[config.mk]
export PLATFORM = sky130hd
export DESIGN_NAME = rx_pfc_pause_flat
export DESIGN_NICKNAME = d
export VERILOG_FILES = /design/src/rtl/rx_pfc_pause_if.sv /design/src/rtl/rx_pfc_pause.sv /design/src/flat_wrapper.sv
export SDC_FILE = /design/constraint.sdc
export NUM_CORES = 1
export LEC_CHECK = 0
export BUFFER_PORTS_ARGS = -buffer_cell sky130_fd_sc_hd__buf_2
export CAP_MARGIN = 20
export CORE_MARGIN = 1.5
export CORE_UTILIZATION = 56
export DETAILED_ROUTE_END_ITERATION = 6
export HOLD_SLACK_MARGIN = 0.15
export PLACE_DENSITY = 0.77
export SLEW_MARGIN = 30
export SYNTH_ARGS = -nofsm -noshare
export SYNTH_HDL_FRONTEND = slang
export SYNTH_SLANG_ARGS = --single-unit
[constraint.sdc]
create_clock -name in_clk -period 9.7 [get_ports in_clk]
set_clock_uncertainty 0.15 [all_clocks]
set_input_delay 0 -clock in_clk [delete_from_list [all_inputs] [get_ports in_clk]]
set_output_delay 0 -clock in_clk [all_outputs]
set_load 0.1 [all_outputs]
[src/rtl/rx_pfc_pause_if.sv]
// Receive parser stream feeding the MAC control (PAUSE/PFC) decoder.
interface rx_pfc_pause_if;
    logic        in_par_en;
    logic [31:0] in_data;
    logic        in_valid;
    logic        in_sop;
    logic        in_eop;
    logic        in_err;

    modport master (output in_par_en, in_data, in_valid, in_sop, in_eop, in_err);
    modport slave  (input  in_par_en, in_data, in_valid, in_sop, in_eop, in_err);
endinterface

[src/rtl/rx_pfc_pause.sv]
// Receive-side 802.3x PAUSE / 802.1Qbb PFC parser with one pause timer per class.
// Optional destination-address check is enabled with `define RX_PFC_DA_CHECK_EN.
module rx_pfc_pause #(
    parameter int NUM_CLASS       = 8,
    parameter int BYTES_PER_CYCLE = 4,
    parameter int CNT_W           = 16
) (
    input  logic                 in_clk,
    input  logic                 rst,
    input  logic [31:0]          up_data_rx_ctrl,
    rx_pfc_pause_if.slave        stream,
    output logic [NUM_CLASS-1:0] pause_on,
    output logic [CNT_W-1:0]     pause_frame_cnt,
    output logic [CNT_W-1:0]     pfc_frame_cnt
);
    typedef enum logic [2:0] {IDLE, HDR, PAUSE, PFC, SKIP} state_t;

    localparam logic [21:0] STEP = 22'(BYTES_PER_CYCLE);

    state_t               state_q;
    logic [3:0]           wcnt_q;
    logic [3:0]           wIdx;
    logic [15:0]          shTime_q [NUM_CLASS];
    logic [15:0]          shTime_d [NUM_CLASS];
    logic [NUM_CLASS-1:0] shValid_q, shValid_d;
    logic [21:0]          timer_q  [NUM_CLASS];
    logic [NUM_CLASS-1:0] pause_on_q;
    logic [CNT_W-1:0]     pause_cnt_q, pfc_cnt_q;
    logic                 beat, eopBeat, daOk, pauseHit, pfcHit;
    logic                 commitPause, commitPfc;
    logic                 unusedCtrl;

    assign unusedCtrl = ^{up_data_rx_ctrl[31:7], up_data_rx_ctrl[4:0]};

    assign beat    = stream.in_par_en && stream.in_valid;
    assign eopBeat = beat && stream.in_eop && !stream.in_sop;
    // Index of the word on the bus this cycle: SOP is always word 0.
    assign wIdx    = stream.in_sop ? 4'd0 : ((wcnt_q == 4'd15) ? 4'd15 : wcnt_q + 4'd1);

`ifdef RX_PFC_DA_CHECK_EN
    logic daOk_q;

    always_ff @(posedge in_clk or posedge rst) begin
        if (rst) begin
            daOk_q <= 1'b0;
        end else if (beat) begin
            if (stream.in_sop)
                daOk_q <= (stream.in_data == 32'h0180C200);
            else if (state_q == HDR && wIdx == 4'd1)
                daOk_q <= daOk_q && (stream.in_data[31:16] == 16'h0001);
        end
    end

    assign daOk = daOk_q;
`else
    assign daOk = 1'b1;
`endif

    assign pauseHit = daOk && up_data_rx_ctrl[5] && (stream.in_data == 32'h88080001);
    assign pfcHit   = daOk && up_data_rx_ctrl[6] && (stream.in_data == 32'h88080101);

    assign commitPause = eopBeat && !stream.in_err && state_q == PAUSE && wIdx >= 4'd4;
    assign commitPfc   = eopBeat && !stream.in_err && state_q == PFC   && wIdx >= 4'd8;

    // Shadow capture; the EOP word may carry the last field, so commit uses the _d view.
    always_comb begin
        shTime_d  = shTime_q;
        shValid_d = shValid_q;
        if (beat) begin
            if (stream.in_sop) begin
                for (int i = 0; i < NUM_CLASS; i++) shTime_d[i] = 16'd0;
                shValid_d = '0;
            end else if (state_q == PAUSE && wIdx == 4'd4) begin
                for (int i = 0; i < NUM_CLASS; i++) shTime_d[i] = stream.in_data[31:16];
                shValid_d = '1;
            end else if (state_q == PFC) begin
                for (int i = 0; i < NUM_CLASS; i++) begin
                    if (wIdx == 4'd4)
                        shValid_d[i] = stream.in_data[16 + i];
                    if ((i % 2) == 0 && wIdx == 4'((i + 8) / 2))
                        shTime_d[i] = stream.in_data[15:0];
                    if ((i % 2) == 1 && wIdx == 4'((i + 9) / 2))
                        shTime_d[i] = stream.in_data[31:16];
                end
            end
        end
    end

    always_ff @(posedge in_clk or posedge rst) begin
        if (rst) begin
            state_q <= IDLE;
            wcnt_q  <= 4'd0;
        end else if (beat) begin
            wcnt_q <= wIdx;
            if (stream.in_sop)
                state_q <= stream.in_eop ? IDLE : HDR;
            else if (stream.in_eop)
                state_q <= IDLE;
            else if (state_q == HDR && wIdx == 4'd3)
                state_q <= pauseHit ? PAUSE : (pfcHit ? PFC : SKIP);
        end
    end

    // Commit wins over decrement; classes not loaded by this frame keep running.
    always_ff @(posedge in_clk or posedge rst) begin
        if (rst) begin
            for (int i = 0; i < NUM_CLASS; i++) begin
                shTime_q[i] <= 16'd0;
                timer_q[i]  <= 22'd0;
            end
            shValid_q  <= '0;
            pause_on_q <= '0;
        end else begin
            shTime_q  <= shTime_d;
            shValid_q <= shValid_d;
            for (int i = 0; i < NUM_CLASS; i++) begin
                pause_on_q[i] <= (timer_q[i] != 22'd0);
                if ((commitPause || commitPfc) && shValid_d[i])
                    timer_q[i] <= {shTime_d[i], 6'd0};
                else if (stream.in_par_en)
                    timer_q[i] <= (timer_q[i] > STEP) ? timer_q[i] - STEP : 22'd0;
            end
        end
    end

    always_ff @(posedge in_clk or posedge rst) begin
        if (rst) begin
            pause_cnt_q <= '0;
            pfc_cnt_q   <= '0;
        end else begin
            if (commitPause && pause_cnt_q != '1)
                pause_cnt_q <= pause_cnt_q + 1'b1;
            if (commitPfc && pfc_cnt_q != '1)
                pfc_cnt_q <= pfc_cnt_q + 1'b1;
        end
    end

    assign pause_on        = pause_on_q;
    assign pause_frame_cnt = pause_cnt_q;
    assign pfc_frame_cnt   = pfc_cnt_q;
endmodule

[src/flat_wrapper.sv]
// flat-port wrapper written by rule: the top's interface ports become plain ports
module rx_pfc_pause_flat 
#(
    parameter int NUM_CLASS       = 8,
    parameter int BYTES_PER_CYCLE = 4,
    parameter int CNT_W           = 16
)
  (in_clk, rst, up_data_rx_ctrl, pause_on, pause_frame_cnt, pfc_frame_cnt, stream_in_par_en, stream_in_data, stream_in_valid, stream_in_sop, stream_in_eop, stream_in_err);
  rx_pfc_pause_if stream_i ();
  input  logic in_clk;
  input  logic rst;
  input  logic [31:0] up_data_rx_ctrl;
  output logic [NUM_CLASS-1:0] pause_on;
  output logic [CNT_W-1:0] pause_frame_cnt;
  output logic [CNT_W-1:0] pfc_frame_cnt;
  input wire logic [$bits(stream_i.in_par_en)-1:0] stream_in_par_en;
  input wire logic [$bits(stream_i.in_data)-1:0] stream_in_data;
  input wire logic [$bits(stream_i.in_valid)-1:0] stream_in_valid;
  input wire logic [$bits(stream_i.in_sop)-1:0] stream_in_sop;
  input wire logic [$bits(stream_i.in_eop)-1:0] stream_in_eop;
  input wire logic [$bits(stream_i.in_err)-1:0] stream_in_err;
  assign stream_i.in_par_en = stream_in_par_en;
  assign stream_i.in_data = stream_in_data;
  assign stream_i.in_valid = stream_in_valid;
  assign stream_i.in_sop = stream_in_sop;
  assign stream_i.in_eop = stream_in_eop;
  assign stream_i.in_err = stream_in_err;
  rx_pfc_pause #(.NUM_CLASS(NUM_CLASS), .BYTES_PER_CYCLE(BYTES_PER_CYCLE), .CNT_W(CNT_W)) u_core (.in_clk(in_clk), .rst(rst), .up_data_rx_ctrl(up_data_rx_ctrl), .stream(stream_i), .pause_on(pause_on), .pause_frame_cnt(pause_frame_cnt), .pfc_frame_cnt(pfc_frame_cnt));
endmodule
==> metrics.md <==
| Metric | Value |
|---|---|
| Status | `complete, no violations` |
| I/O pins | `between 100 and 150` |
| Instance area after placement | `~20000 um^2` |
| Power consumption | `3.77 mW` |
| Die area | `36100 um^2` |
| Fmax | `about 0.21 GHz` |
| Seq pwr share | `a little under half` |
| DRC | `0` |
| Area occupied by multi-input gates | `10200 um^2` |
| Commonest non-fill, non-tap cell in the layout | `dfrtp_1` |
| Max-Slew Margin vs Limit | `about a third` |
| Commonest cells after routing, fill and taps aside | `dfrtp_1, nand2_1, o21ai_0` |
| RD Place Congestion | `just over 0.9` |
| Die W | `around 190 um` |
| Placed Instances | `between 2000 and 3000` |
| GRT Util Overall | `approximately 33%` |
| Routed WL | `a little over 60 mm` |
| Share of cells above drive strength 1 | `between 10% and 20%` |
| Core Area | `~34000 um^2` |
| Via count | `between 15000 and 20000` |
| Simple-Gate Fraction of Synth Area | `19.8%` |
| H-tree levels | `2` |
| Worst IR Drop VDD | `121 uV` |
| Core Rows | `68` |
| TritonCTS clock tree | `yes` |
| Pins Over Slew Limit | `0` |
| Post-synth EDFFs | `0` |
| Post-Synth Adder-Cell Area | `under 10%` |
| 1st-pass router iterations | `7` |
| Power Internal | `between 2 and 3 mW` |
| Chip height | `190 um` |
| Avg Vias per Cell | `6.89` |
| DRT antenna net count | `0` |
| Initial core utilization | `between 50% and 60%` |
| Mux share of post-synthesis cell area | `under 10%` |
| CP Capture Type | `flop` |
| Unique masters post-synth | `97` |
| Nets | `approximately 2300` |
| Fin crit period | `just under 5000 ps` |
| Top_reg_cell synth | `dfrtp_1` |
| Share of the synthesized area in compound gates (AO/OA/AOI/OAI) | `between 20 and 30%` |
| Cell taking the most area after synthesis | `dfrtp_1` |
| Syn_area_per_cell | `between 9 and 10 um^2` |
| Tcrit/Tclk final | `around 50%` |
| Clock Root Buffer | `clkbuf_16` |
| Final hold vios | `0` |
| Sequential area share after synthesis | `a little over two fifths` |
| Comb power frac | `about 15%` |
| TritonCTS Sinks | `between 300 and 400` |
| Clock slew at reported path FFs | `60 ps` |
| Sw Ratio | `approximately 29%` |
| # diodes | `0` |
| Gr ovfl total | `0` |
| Seq. cell area | `between 8000 and 9000 um^2` |
| IO Port Bufs | `80` |
| Worst EP arrival | `roughly 5100 ps` |
| Sw Pwr | `1.11 mW` |
| Hold Path Class | `in -> reg` |
| Clock share of power | `around two fifths` |
| Setup TNS | `0 ps` |
| Syn Std Cell Area | `between 15000 and 20000 um^2` |
| First DRT Iteration DRCs | `approximately 2300` |
| Post-route cell area | `roughly 22000 um^2` |
| Xor/xnor cell area share of the yosys netlist | `~2.2%` |
| # fillers | `roughly 2800` |
| CP Data Required Time | `around 10000 ps` |
| Initial antenna violation count | `1` |
| Area contributors post-synth | `dfrtp_1, nand2_1, o21ai_0` |
| CP Class | `reg -> reg` |
| Final setup vio count | `0` |
| Largest family of logic cells by synthesized area | `compound AO/OA/AOI/OAI gates` |
| Syn. warnings | `0` |
| Layout area overhead | `12.8%` |
| Worst Tran Pin Value | `974 ps` |
| Largest net degree at the start of global routing | `165` |
| Vias in the first global route | `about 17000` |
| Half-perimeter wire length after placement | `approximately 40 mm` |
| Ys async rst share | `100%` |
| WL/cell | `roughly 23 um` |
| Clock Latency Late Sink | `roughly 540 ps` |
| CP max FO | `20` |
| Setup repair after global routing missed its margin | `false` |
| Syn Inst Count | `roughly 2100` |
| Syn Nets | `approximately 2200` |
| Post-CTS Setup Bufs | `0` |
| PwrDens | `about 170 nW/um^2` |
| Max cap viols | `0` |
| Clock Path Buffers | `3` |
| Post-synthesis register bit count | `approximately 340` |
| Yosys top cell area share | `43.8%` |
| Critical Path Start Type | `flop` |
| Leakage power | `roughly 9.5 nW` |
| First-pass GRT wire length | `95.2 mm` |
| CTS buffer count | `38` |
| Finished Layout Cells | `between 2000 and 3000` |
==> sequential cells by signal (all words and copies together) (netlist names) <==
name / flops
u_core.shTime_q: 128
u_core.pause_on: 8
u_core.shValid_q: 8
u_core.pause_frame_cnt: 16
u_core.state_q: 3
u_core.pfc_frame_cnt: 16
u_core.timer_q: 160
u_core.wcnt_q: 4
==> power by group through the flow <==
stage | clock, mW | sequential, mW | combinational [mW]
2_1_floorplan | 0 | 1.68 | 0.418
3_3_place_gp | 0 | 1.72 | 0.515
3_5_place_dp | 0 | 1.73 | 0.537
4_1_cts | 1.50 | 1.71 | 0.553
5_1_grt | 1.55 | 1.73 | 0.627
6_report | 1.48 | 1.72 | 0.568
==> stage by stage <==
step	utilization, %	hold WS (ps)	setup WS [ps]
after floorplan	-	-6.20	41.6
after global placement	58.6	55.5	5160
after detailed placement	58.7	63.3	4980
after CTS	63.9	280	4920
after global routing	64.1	324	4660
final	64.1	320	4890
==> metal layers <==
layer	track usage [%]	part of all wire, %	up-vias
met2	49.1	44	984
met1	47.9	42	8949
met5	0	0.060	-
li1	-	-	8098
met3	5.94	9.6	187
met4	14.6	4.3	2
==> final timing paths <==
| path | start | endpoint | slack (ps) | depth (start not counted) |
|---|---|---|---|---|
| worst max-delay path | u_core.wcnt_q[0] | u_core.timer_q[9] | 4890 | 7 |
| worst min-delay path | stream_in_data[30] | u_core.shTime_q[110] | 320 | 3 |
| worst max register to register | u_core.wcnt_q[0] | u_core.timer_q[9] | 4890 | 7 |
| worst min register to register | u_core.shTime_q[55] | u_core.shTime_q[55] | 330 | 2 |
| max in group asynchronous | rst | u_core.timer_q[80] | 7160 | 6 |
| min in group asynchronous | rst | u_core.timer_q[95] | 650 | 4 |
==> logic make-up after synthesis <==
kind of cell	count (synthesis)
AOI/OAI and AO/OA	709
xor gates and xnor gates	49
adders and majority gates	27
buffers and inverters	203
DFF	343
muxes	21
and+or+nand+nor	739
==> worst max-delay path, stage by stage, from the launching register on <==
cell	delay [ps]
dfrtp_1	700
ha_1	460
nand4bb_1	840
nor2_1	930
a21oi_1	300
nor2_1	810
o21ai_0	170
a221o_1	320
==> area by class of cell <==
cell class	instances	area share (%)
multi-input cells	1545	46.2
flip-flops and latches	343	38.9
repair buffers	160	5.32
clock buffers	56	5.11
well taps	455	2.58
inverters	76	1.33
clock inverters	11	0.623
==> synthesized netlist by cell type (10+ instances only) <==
master / instances
o2bb2ai_1: 40
or2_2: 23
o21ai_1: 11
o21ai_0: 121
clkbuf_1: 80
o31ai_1: 22
nand2b_1: 15
o221ai_1: 14
xor2_1: 19
dfrtp_1: 343
nor2b_1: 18
a2bb2oi_1: 28
and3_1: 29
inv_1: 76
a211o_1: 30
a21boi_0: 16
xnor2_1: 30
nor4_1: 55
a31oi_1: 21
nor3_1: 84
or3_1: 42
a22o_1: 50
a221o_1: 33
or4_1: 21
nand3_1: 64
nand2_1: 181
mux2i_1: 14
nand4_1: 29
and2_1: 15
a22oi_1: 43
a21o_1: 35
o22ai_1: 10
o21a_1: 17
nor2_1: 112
ha_1: 27
a21oi_1: 91
buf_2: 28
o211ai_1: 29
==> what timing repair did <==
item                                   in CTS  in global routing
endpoints found under the hold margin     395                  0
setup endpoints to repair                   0                  0
hold buffers                               52                  0
gates resized for setup                     0                  0
Note: power is estimated with default switching activity, not from simulation.
